`src/rtl/ps2_host_tx_pkg.sv`:
```
// ps2_host_tx_pkg: FSM states and default ZX-Uno register addresses for the PS/2 host transmitter
package ps2_host_tx_pkg;
    typedef enum logic [2:0] {S_IDLE, S_INHIBIT, S_BITS, S_ACK, S_WAIT} state_t;
    localparam logic [7:0] DATA_ADDR_DEF = 8'hF0;
    localparam logic [7:0] STAT_ADDR_DEF = 8'hF1;
endpackage

```
`src/rtl/ps2_host_tx_line_sync.sv`:
```
// ps2_host_tx_line_sync: 2-FF synchroniser plus stability filter on a PS/2 line, with a one-cycle fall pulse
module ps2_host_tx_line_sync #(
    parameter int FILT_LEN = 8
) (
    input  logic clk,
    input  logic rst_n,
    input  logic raw,
    output logic level,
    output logic fall
);
    localparam int CW = $clog2(FILT_LEN + 1);
    logic [1:0] sync;
    logic [CW-1:0] cnt;
    always_ff @(posedge clk or negedge rst_n)
        if (!rst_n) begin
            sync  <= 2'b11;
            cnt   <= '0;
            level <= 1'b1;
            fall  <= 1'b0;
        end else begin
            sync <= {sync[0], raw};
            fall <= 1'b0;
            if (sync[1] == level)
                cnt <= '0;
            else if (cnt == CW'(FILT_LEN - 1)) begin
                level <= sync[1];
                fall  <= level;
                cnt   <= '0;
            end else
                cnt <= cnt + 1'b1;
        end
endmodule

```
`src/rtl/ps2_host_tx.sv`:
```
// ps2_host_tx: PS/2 host-to-device command sender on ZX-Uno registers; define PS2TX_AUTORETRY_EN for one automatic resend
module ps2_host_tx
    import ps2_host_tx_pkg::*;
#(
    parameter logic [7:0] DATA_ADDR   = DATA_ADDR_DEF,
    parameter logic [7:0] STAT_ADDR   = STAT_ADDR_DEF,
    parameter int         INHIBIT_CYC = 3360,
    parameter int         TIMEOUT_CYC = 420000,
    parameter int         FILT_LEN    = 8
) (
    input  logic       clk,
    input  logic       rst_n,
    input  logic [7:0] zxuno_addr,
    input  logic       zxuno_regrd,
    input  logic       zxuno_regwr,
    input  logic [7:0] din,
    output logic [7:0] dout,
    output logic       oe_n,
    input  logic       ps2clk_in,
    input  logic       ps2data_in,
    output logic       ps2clk_pull,
    output logic       ps2data_pull,
    output logic       busy
);
    localparam int TW = $clog2((TIMEOUT_CYC > INHIBIT_CYC ? TIMEOUT_CYC : INHIBIT_CYC) + 1);
`ifdef PS2TX_AUTORETRY_EN
    localparam bit RETRY = 1'b1;
`else
    localparam bit RETRY = 1'b0;
`endif
    state_t state, state_n;
    logic [TW-1:0] timer, timer_n;
    logic [3:0] nbit, nbit_n;
    logic [7:0] data, data_n;
    logic par, par_n, dpull, dpull_n;
    logic ack, ack_n, tmo_f, tmo_n, nack, nack_n, drop, drop_n, rtry, rtry_n;
    logic [1:0] dsync;
    logic clk_f, fall, data_s, wr, rd_stat, tmo, acked, nacked;

    ps2_host_tx_line_sync #(.FILT_LEN(FILT_LEN)) u_clk_sync (
        .clk(clk), .rst_n(rst_n), .raw(ps2clk_in), .level(clk_f), .fall(fall)
    );

    assign data_s       = dsync[1];
    assign busy         = state != S_IDLE;
    assign wr           = zxuno_regwr && zxuno_addr == DATA_ADDR;
    assign rd_stat      = zxuno_regrd && zxuno_addr == STAT_ADDR;
    assign oe_n         = !(zxuno_regrd && (zxuno_addr == DATA_ADDR || zxuno_addr == STAT_ADDR));
    assign dout         = oe_n ? 8'h00 : zxuno_addr == DATA_ADDR ? data : {2'b00, rtry, drop, nack, tmo_f, ack, busy};
    assign ps2clk_pull  = state == S_INHIBIT;
    assign ps2data_pull = dpull;
    assign tmo          = (state == S_BITS || state == S_ACK) && timer >= TW'(TIMEOUT_CYC);
    assign acked        = state == S_ACK && fall && !data_s && !tmo;
    assign nacked       = state == S_ACK && fall && data_s && !tmo;

    always_comb begin
        state_n = state;
        timer_n = &timer ? timer : timer + 1'b1;
        nbit_n  = nbit;
        data_n  = data;
        par_n   = par;
        dpull_n = dpull;
        ack_n   = ack;
        tmo_n   = tmo_f;
        nack_n  = nack;
        rtry_n  = rtry;
        drop_n  = (drop && !rd_stat) || (wr && busy);
        case (state)
            S_IDLE: if (wr) begin
                data_n  = din;
                par_n   = ~^din;
                {ack_n, tmo_n, nack_n, rtry_n} = '0;
                timer_n = '0;
                state_n = S_INHIBIT;
            end
            S_INHIBIT: if (timer == TW'(INHIBIT_CYC - 1)) begin
                dpull_n = 1'b1;
                nbit_n  = '0;
                timer_n = '0;
                state_n = S_BITS;
            end
            S_BITS: if (fall) begin
                nbit_n  = nbit + 1'b1;
                dpull_n = nbit < 4'd8 ? ~data[nbit[2:0]] : nbit == 4'd8 ? ~par : 1'b0;
                state_n = nbit == 4'd9 ? S_ACK : S_BITS;
            end
            S_WAIT: begin
                timer_n = clk_f && data_s ? timer + 1'b1 : '0;
                if (clk_f && data_s && timer == TW'(FILT_LEN - 1))
                    state_n = S_IDLE;
            end
            default: ;
        endcase
        if (acked) begin
            ack_n   = 1'b1;
            timer_n = '0;
            state_n = S_WAIT;
        end
        // A failed attempt either restarts from inhibit once or reports the error
        if (tmo || nacked) begin
            dpull_n = 1'b0;
            timer_n = '0;
            if (RETRY && !rtry) begin
                rtry_n  = 1'b1;
                state_n = S_INHIBIT;
            end else begin
                tmo_n   = tmo_f || tmo;
                nack_n  = nack || nacked;
                state_n = tmo ? S_IDLE : S_WAIT;
            end
        end
    end

    always_ff @(posedge clk or negedge rst_n)
        if (!rst_n) begin
            state <= S_IDLE;
            timer <= '0;
            nbit  <= '0;
            data  <= '0;
            par   <= 1'b0;
            dpull <= 1'b0;
            ack   <= 1'b0;
            tmo_f <= 1'b0;
            nack  <= 1'b0;
            drop  <= 1'b0;
            rtry  <= 1'b0;
            dsync <= 2'b11;
        end else begin
            state <= state_n;
            timer <= timer_n;
            nbit  <= nbit_n;
            data  <= data_n;
            par   <= par_n;
            dpull <= dpull_n;
            ack   <= ack_n;
            tmo_f <= tmo_n;
            nack  <= nack_n;
            drop  <= drop_n;
            rtry  <= rtry_n;
            dsync <= {dsync[0], ps2data_in};
        end
endmodule

```
`config.mk`:
```
export PLATFORM = sky130hd
export DESIGN_NAME = ps2_host_tx
export DESIGN_NICKNAME = d
export VERILOG_FILES = /design/src/rtl/ps2_host_tx_pkg.sv /design/src/rtl/ps2_host_tx_line_sync.sv /design/src/rtl/ps2_host_tx.sv
export SDC_FILE = /design/constraint.sdc
export NUM_CORES = 1
export LEC_CHECK = 0
export ABC_AREA = 0
export CORE_ASPECT_RATIO = 1.5
export CORE_UTILIZATION = 55
export CTS_BUF_LIST = sky130_fd_sc_hd__clkbuf_8
export DETAILED_ROUTE_END_ITERATION = 6
export PLACE_DENSITY = 0.83
export SYNTH_ARGS = -nofsm -noshare
export SYNTH_HDL_FRONTEND = slang
export SYNTH_SLANG_ARGS = --single-unit
```
`constraint.sdc`:
```
create_clock -name clk -period 3.6 [get_ports clk]
set_input_delay 0.54 -clock clk [delete_from_list [all_inputs] [get_ports clk]]
set_output_delay 0.54 -clock clk [all_outputs]
set_load 0.03 [all_outputs]
```
**After elaboration in Yosys (flattened, before gate mapping)**

Index checks and enable logic that the tools add are counted.
W data, S select, Z words.

- $add $sub $neg: 3
- Multiply operators: 0
- Divide/modulo/power cells: 0
- Magnitude comparators: 3
- Eq/ne operators: 20
- Shifts and indexed selects: 0
- Mux-type cells: 38
- Bitwise logic cells: 3
- Reduce and logical (&&, ||, !) cells: 41

Operator list:

| cell | number |
|---|---|
| $mux W19 | 6 |
| $pmux W19 S3 | 1 |
| $mux W3 | 7 |
| $add A19 B1 Y19 const B | 1 |
| $eq A19 B12 Y1 const B | 1 |
| $eq A19 B3 Y1 const B | 1 |
| $ge A19 B19 Y1 const B | 1 |
| $reduce_and A19 Y1 | 1 |
| $eq A8 B8 Y1 const B | 2 |
| $mux W4 | 4 |
| $mux W8 | 2 |
| $mux W1 | 14 |
| $logic_and A1 B1 Y1 | 13 |
| $pmux W3 S4 | 1 |
| $reduce_bool A2 Y1 | 5 |
| $add A4 B1 Y4 const B | 2 |
| $eq A4 B4 Y1 const B | 2 |
| $ne A4 B4 Y1 const B | 2 |
| $pmux W4 S2 | 1 |
| $reduce_and A2 Y1 | 4 |
| $reduce_xnor A8 Y1 | 1 |
| $eq A3 B2 Y1 const B | 2 |
| $logic_or A1 B1 Y1 | 6 |
| $ne A3 B1 Y1 const B | 2 |
| other kinds (18) | 26 |

- Register bits: 50
- Latch bits: 0
- Bits in writable memories: 0
- Memory bits (read-only): 0
- Bits of input ports: 22
- Output and inout bits: 12
- Logic and storage cells: 123
- Memories kept: 0

**Logic depth before layout (Yosys ltp)**

Gate-level depths: netlist of run 1.

- Word-level depth: 8
- Mapped depth: 8
- Depth with buffers taken out: 7

**By module**

A second synthesis of run 1 with hierarchy kept.

- Cell total of the unflattened synthesis: 295
- Area, all modules: 2864.0 µm²

By module, submodules not included:

| module | times used | cells an instance | area each (µm²) | sequential area each (µm²) |
|---|---|---|---|---|
| ps2_host_tx | 1 | 274 | 2552.4 | 1053.5 |
| ps2_host_tx_line_sync | 1 | 21 | 311.5 | 203.9 |

**Least setup slack after synthesis of run 1**

OpenSTA, ideal clock, no wires.

- Path type: input to output
- Start point: input zxuno_addr[2]
- End point: output dout[1]
- Arrival: 1.975 ns
- Data required time: 3.060 ns
- Setup slack: 1.085 ns
- Stages on the path: 5
- Buffers on the path: 1
- Path through: nand4bb_1 nor4_1 clkbuf_1 mux2i_1 nor2_1

- Longest elaborated chain between the ends: 4
- Elaborated cells on any way between the ends: 6
- Those cells by class: 2 x eq/ne; 2 x mux; 2 x reduce/logical

RTL lines:

| what | RTL line | source |
|---|---|---|
| start, declared | ps2_host_tx.sv:13 | `input logic [7:0] zxuno_addr,` |
| $eq A8 B8 Y1, on equally long branches | ps2_host_tx.sv:48, ps2_host_tx.sv:49 |  |
| $logic_or A1 B1 Y1 | ps2_host_tx.sv:48 | `assign oe_n = !(zxuno_regrd && (zxuno_addr == DATA_ADDR \|\| zxuno_addr == STAT_ADDR));` |
| $logic_and A1 B1 Y1 | ps2_host_tx.sv:48 |  |
| $mux W8 (*) | ps2_host_tx.sv:49 | `assign dout = oe_n ? 8'h00 : zxuno_addr == DATA_ADDR ? data : {2'b00, rtry, drop, nack, tmo_f, ack, busy};` |
| end, declared | ps2_host_tx.sv:17 | `output logic [7:0] dout,` |

Every way passes the cells marked *; elsewhere a longest branch is shown, timed or not.

**Worst setup path in the final report of run 1**

- Start point: input zxuno_addr[2]
- End point: output dout[4]

The elaborated chain is that of the path after synthesis.

==> results.py, run 1 <==
metrics = {
    "outcome": {
        "status": "complete, no violations",
    },
    "clock_network": {
        "post_cts_buffers": 0,
        "cts-root-buf": "clkbuf_8",
        "clkTransAtPathRegs_ps": 80,
        "cts_hold_buf": 0,
        "ctsResizeCount": 0,
        "clock_sinks": 50,
        "clockBufferDepth": 2,
        "ctsHtreeMaxLevel": 2,
        "cts_tree": "yes",
        "clock_latency_ps": 310,
        "cts_inserted_buffers": 5,
    },
    "layout": {
        "fillCellCount": 378,
        "drive_gt1_share_pct": 14.8,
        "diodes": 0,
        "nets": 338,
        "final_area_um2": 3260,
        "area_growth_pct": 18.2,
        "multiInputGateArea_um2": 1430,
        "register_area_um2": 1260,
    },
    "power_and_ir_drop": {
        "switchingPower_uw": 396,
        "ir_worst_vdd_mv": 0.333,
        "powerDensity_nw_per_um2": 419,
        "p_clk_share_pct": 28.6,
        "seqPwrFrac_pct": 52.0,
        "p_sw_share_pct": 29.1,
        "p_leak_uw": 0.00138,
        "pwr-share-comb_pct": 19.4,
        "p_int_uw": 968,
    },
    "die": {
        "die_area_um2": 5300,
        "start_util_pct": 57.3,
        "std_cell_rows": 31,
        "pin_count": 34,
        "die_y_um": 88.7,
        "core_area_um2": 4810,
        "dieWidth_um": 59.8,
    },
    "sta": {
        "period_share_pct": 84.7,
        "hold_ws_ps": 358,
        "rsz0062_at_grt": "false",
        "min_period_ps": 3050,
        "timing.fmax_ghz": 0.328,
        "finalHoldViolCount": 0,
        "skew_ps": 11.2,
        "setup_viol": 0,
        "max_slew_margin_pct": 30.7,
        "setup_slack_ps": 551,
        "tightest_slew_ps": 1040,
        "slew_violations": 0,
        "finalSetupTns_ps": 0,
    },
    "min_path": {
        "whs_endpoint": "dsync[1]",
        "hold_path_class": "flip-flop to flip-flop",
        "worstHoldPathCells": 0,
        "hp-start": "dsync[0]",
    },
    "global_route": {
        "grt_max_degree": 48,
        "overflow": 0,
        "grt_pass1_vias": 2149,
        "grt_pass1_wl_um": 9680,
        "antenna_found_initial": 0,
        "grt_use_total_pct": 24.5,
    },
    "routing": {
        "num_vias": 2214,
        "firstDrtPassIters": 4,
        "drt_wl_total_um": 5970,
        "drc": 0,
        "viasPerCell": 5.87,
        "routedWlPerCell_um": 15.8,
        "drtAntennaViolNets": 0,
        "drt_iter0_markers": 105,
    },
    "synthesis": {
        "synth_top_area_share_pct": 40.9,
        "ys_top_cells_by_area": "dfrtp_1 41%, xnor2_1 5.1%, dfstp_2 4.8%",
        "ys_ff_latch": 50,
        "synthesis.nets": 304,
        "syn_area_um2": 2760,
        "yosysUniqueCellTypes": 50,
        "yosys_most_used_dff": "dfrtp_1",
        "synth_cells": 276,
        "ys_seq_area_share_pct": 45.6,
        "synth_edf_count": 0,
        "yosys.area.top_type": "dfrtp_1",
        "ys_async_sr_fraction_pct": 100,
        "synth_warnings": 0,
        "syn_avg_cell_area_um2": 9.99,
    },
    "place": {
        "dp_hpwl_um": 4380,
        "placed_area_um2": 3150,
        "place_congestion": 0.874,
        "portBuffers": 33,
        "pre_cts_slack_ps": 544,
    },
    "setup_path": {
        "worstPathMaxFanout": 12,
        "arrival_ps": 2510,
        "cp.required_ps": 3060,
        "r2r_slack_ps": 1090,
        "timing.rr.end": "timer[3]",
        "r2r.worst_path.cells": 7,
        "critPathCaptureType": "output port",
        "start_kind": "input port",
        "criticalPathCategory": "input port to output port",
        "r2r_start": "timer[0]",
    },
    "run": {
        "cap_violations": 0,
    },
}
[area by class of cell]
| class | instances | share of cell area [%] |
|---|---|---|
| multi-input cells | 207 | 43.8 |
| well taps | 66 | 2.53 |
| clock buffers | 5 | 2.11 |
| flip-flops and latches | 50 | 38.6 |
| clock inverters | 3 | 1.23 |
| inverters | 11 | 1.27 |
| repair buffers | 35 | 10.4 |
[synthesized netlist by cell type (all sizes together) (7+ instances only)]
cell type and number:
nand3 13, inv 11, nand4 7, nand2 19, mux2 9, and3 9, o21ai 24, a21oi 10
nor2 29, xnor2 16, nor3 13, dfrtp 45
[cell usage in the layout, fill, tap and decap left out, types with 4 or more instances in the layout]
master / instances
dfrtp_1: 45
clkdlybuf4s50_1: 32
nor2_1: 27
o21ai_0: 22
nand2_1: 19
xnor2_1: 16
nand3_1: 12
inv_1: 11
nor3_1: 11
a21oi_1: 10
mux2_2: 9
and3_1: 7
nand4_1: 6
xor2_1: 6
ha_1: 6
mux2i_1: 5
clkbuf_8: 5
dfstp_2: 5
nor3b_1: 4
[through the flow]
| step | power, µW | utilization [%] | std cells |
|---|---|---|---|
| 2_1_floorplan | 889 | - | 276 |
| 3_3_place_gp | 972 | 65.5 | 369 |
| 3_5_place_dp | 982 | 65.5 | 369 |
| 4_1_cts | 1370 | 67.8 | 377 |
| 5_1_grt | 1430 | 67.8 | 377 |
| 6_report | 1360 | 67.8 | 377 |
[layer usage]
metal,part of all wire (%),GRT usage [%]
met1,39,26.6
met2,53,44.0
met3,4.3,4.39
met4,3.1,13.1
met5,0,0
[cell families (layout without fill, tap and decap cells)]
family	after synthesis	after routing	share of synthesized area, %
XOR/XNOR	22	22	6.99
multiplexers	16	16	7.13
buffers and inverters	19	54	2.77
flip-flops	50	50	45.6
AO/OA/AOI/OAI	48	48	10.8
adder cells (fa/ha/maj)	6	6	2.72
AND/OR/NAND/NOR	115	115	24.0
[registers in the layout, summed over array words and instances, names as in the netlist, named ones only]
name and flops:
u_clk_sync.level 1, ps2data_pull 1, drop 1, u_clk_sync.sync 2, timer 19, state 3, par 1, u_clk_sync.fall 1
ack 1, dsync 2, u_clk_sync.cnt 4, tmo_f 1, data 8, nbit 4
[worst max-delay path: stages]
cell,delay [ps]
clkdlybuf4s50_1,390
nand4bb_1,220
nor4_2,230
buf_4,240
mux2i_1,230
nor2_1,60
clkdlybuf4s50_1,590
[power by group through the flow]
| stage | logic, µW | clock network (µW) | registers (µW) |
|---|---|---|---|
| global route | 297 | 414 | 721 |
| CTS | 266 | 396 | 709 |
| detailed placement | 263 | 0 | 719 |
| finish | 265 | 390 | 710 |
| floorplan | 189 | 0 | 699 |
| global placement | 254 | 0 | 718 |
[how the worst max path moves through the flow]
stage               slack (ps)  cells after the start          start       to
CTS                        530                      7  zxuno_addr[2]  dout[2]
finish                     550                      7  zxuno_addr[2]  dout[4]
detailed placement         540                      7  zxuno_addr[2]  dout[2]
floorplan                 1090                      5  zxuno_addr[2]  dout[1]
global route               460                      7  zxuno_addr[2]  dout[2]
global placement           600                      7  zxuno_addr[2]  dout[3]
Power figures use the tool's default switching activity.
==> run 2: changes to the inputs <==
- clock period: 3.6 -> 3.1 ns (I/O delays scaled with it)
==> run 2 against run 1 <==
Final area about the same. Die area stayed put. Clock power is 15% higher. Sequential power is 16% higher. Total power grew 16%. Sequential share of layout area about the same. Non-clock buffer count unchanged. Worst setup slack got worse by 330 ps. Clock skew hardly changed. Largest cell class unchanged. Register-to-register slack lost 520 ps.
==> results.py, run 2 (synthesis results as in run 1) <==
metrics = {
    "die": {
        "dieWidth_um": 59.8,
        "start_util_pct": 57.3,
        "die_y_um": 88.7,
        "pin_count": 34,
        "core_area_um2": 4810,
        "std_cell_rows": 31,
        "die_area_um2": 5300,
    },
    "layout": {
        "diodes": 0,
        "instances_no_fill": 377,
        "final_common_cell": "dfrtp_1",
        "fillCellCount": 392,
        "regMostFlops": "timer",
        "drive_gt1_share_pct": 14.5,
        "area_growth_pct": 18.3,
        "multiInputGateArea_um2": 1430,
        "register_area_um2": 1260,
        "largest_register_ffs": 19,
        "top_regs": "timer x19, data x8",
        "nets": 338,
        "layout_common_cells": "45 x dfrtp_1, 32 x clkdlybuf4s50_1, 27 x nor2_1",
    },
    "place": {
        "dp_hpwl_um": 4380,
        "dp.cells": 369,
        "place_congestion": 0.885,
        "portBuffers": 33,
    },
    "clock_network": {
        "clock_sinks": 50,
        "post_cts_buffers": 0,
        "ctsResizeCount": 0,
        "ctsHtreeMaxLevel": 2,
        "cts_inserted_buffers": 5,
        "clockBufferDepth": 2,
        "clkTransAtPathRegs_ps": 90,
        "clock_latency_ps": 310,
        "cts-root-buf": "clkbuf_8",
        "cts_hold_buf": 0,
        "cts_tree": "yes",
    },
    "routing": {
        "routedWlPerCell_um": 15.8,
        "drtAntennaViolNets": 0,
        "firstDrtPassIters": 4,
        "num_vias": 2189,
        "viasPerCell": 5.81,
        "drt_iter0_markers": 87,
        "drc": 0,
        "drt_wl_total_um": 5940,
    },
    "power_and_ir_drop": {
        "p_clk_share_pct": 28.3,
        "ir_worst_vdd_mv": 0.397,
        "p_int_uw": 1130,
        "switchingPower_uw": 460,
        "seqPwrFrac_pct": 52.0,
        "pwr-share-comb_pct": 19.8,
        "p_sw_share_pct": 29.0,
        "power_uw": 1590,
        "powerDensity_nw_per_um2": 486,
        "p_leak_uw": 0.00137,
    },
    "global_route": {
        "grt_use_total_pct": 24.4,
        "grt_pass1_vias": 2142,
        "grt_pass1_wl_um": 9570,
        "overflow": 0,
        "antenna_found_initial": 0,
        "grt_max_degree": 49,
    },
    "sta": {
        "skew_ps": 11.1,
        "tightest_slew_ps": 1050,
        "finalHoldViolCount": 0,
        "period_share_pct": 92.7,
        "finalSetupTns_ps": 0,
        "hold_ws_ps": 335,
        "max_slew_margin_pct": 30.2,
        "rsz0062_at_grt": "false",
        "timing.fmax_ghz": 0.348,
        "slew_violations": 0,
        "min_period_ps": 2870,
        "setup_viol": 0,
    },
    "setup_path": {
        "r2r_start": "timer[0]",
        "arrival_ps": 2410,
        "start_kind": "input port",
        "timing.rr.end": "timer[5]",
        "critPathCaptureType": "output port",
        "r2r_slack_ps": 570,
        "criticalPathCategory": "input port to output port",
        "cp.required_ps": 2630,
        "r2r.worst_path.cells": 7,
        "worstPathMaxFanout": 12,
    },
    "outcome": {
        "status": "complete, no violations",
    },
    "min_path": {
        "hold_path_class": "input port to async pin",
    },
    "run": {
        "cap_violations": 0,
    },
}
[run 2: cell types whose count changed in the layout (fill, tap and decap cells not counted), sizes merged]
cell | before | now
clkinv | 2 | 0
clkinvlp | 0 | 1
inv | 11 | 12
[run 2: power by group through the flow]
stage / sequential (µW) / clock [µW] / combinational, µW
detailed placement: 835 / 0 / 311
finish: 824 / 448 / 313
floorplan: 812 / 0 / 220
global route: 838 / 482 / 350
global placement: 833 / 0 / 296
CTS: 824 / 461 / 316
[run 2: final cells by class]
| cell class | count | area share [%] |
|---|---|---|
| inverter | 11 | 1.27 |
| clock buffer | 5 | 2.11 |
| timing repair buffer | 35 | 10.4 |
| sequential | 50 | 38.6 |
| tap | 66 | 2.53 |
| clock inverter | 3 | 1.27 |
| multi-input combinational | 207 | 43.8 |
[run 2: per-layer routing]
metal  up-vias  routed length (µm)  global-route usage, %
met5         -                   0                      0
met1      1074                2320                   25.7
li1       1048                   -                      -
met4         0                 148                   11.2
met2        55                3230                   45.6
met3        12                 236                   4.24
[run 2: worst max path at each step]
stage,from,end,slack [ps],depth (start not counted)
global placement,zxuno_addr[2],dout[1],260,7
floorplan,zxuno_addr[2],dout[1],740,5
finish,zxuno_addr[2],dout[2],230,7
global route,zxuno_addr[3],dout[3],100,7
detailed placement,zxuno_addr[3],dout[2],220,7
CTS,zxuno_addr[3],dout[2],220,7
[run 2: through the flow]
step	setup slack (ps)	instance area, µm²	utilization, %
after global placement	255	3150	65.5
after detailed placement	218	3150	65.5
final	225	3260	67.8
after CTS	219	3260	67.8
after global routing	97.0	3260	67.8
after floorplan	735	2760	-
[run 2: worst max-delay path, cell delays in order]
cell,delay [ps]
clkdlybuf4s50_1,380
nand4bb_1,220
nor4_2,240
buf_4,240
mux2i_1,90
nor2_1,90
clkdlybuf4s50_1,680
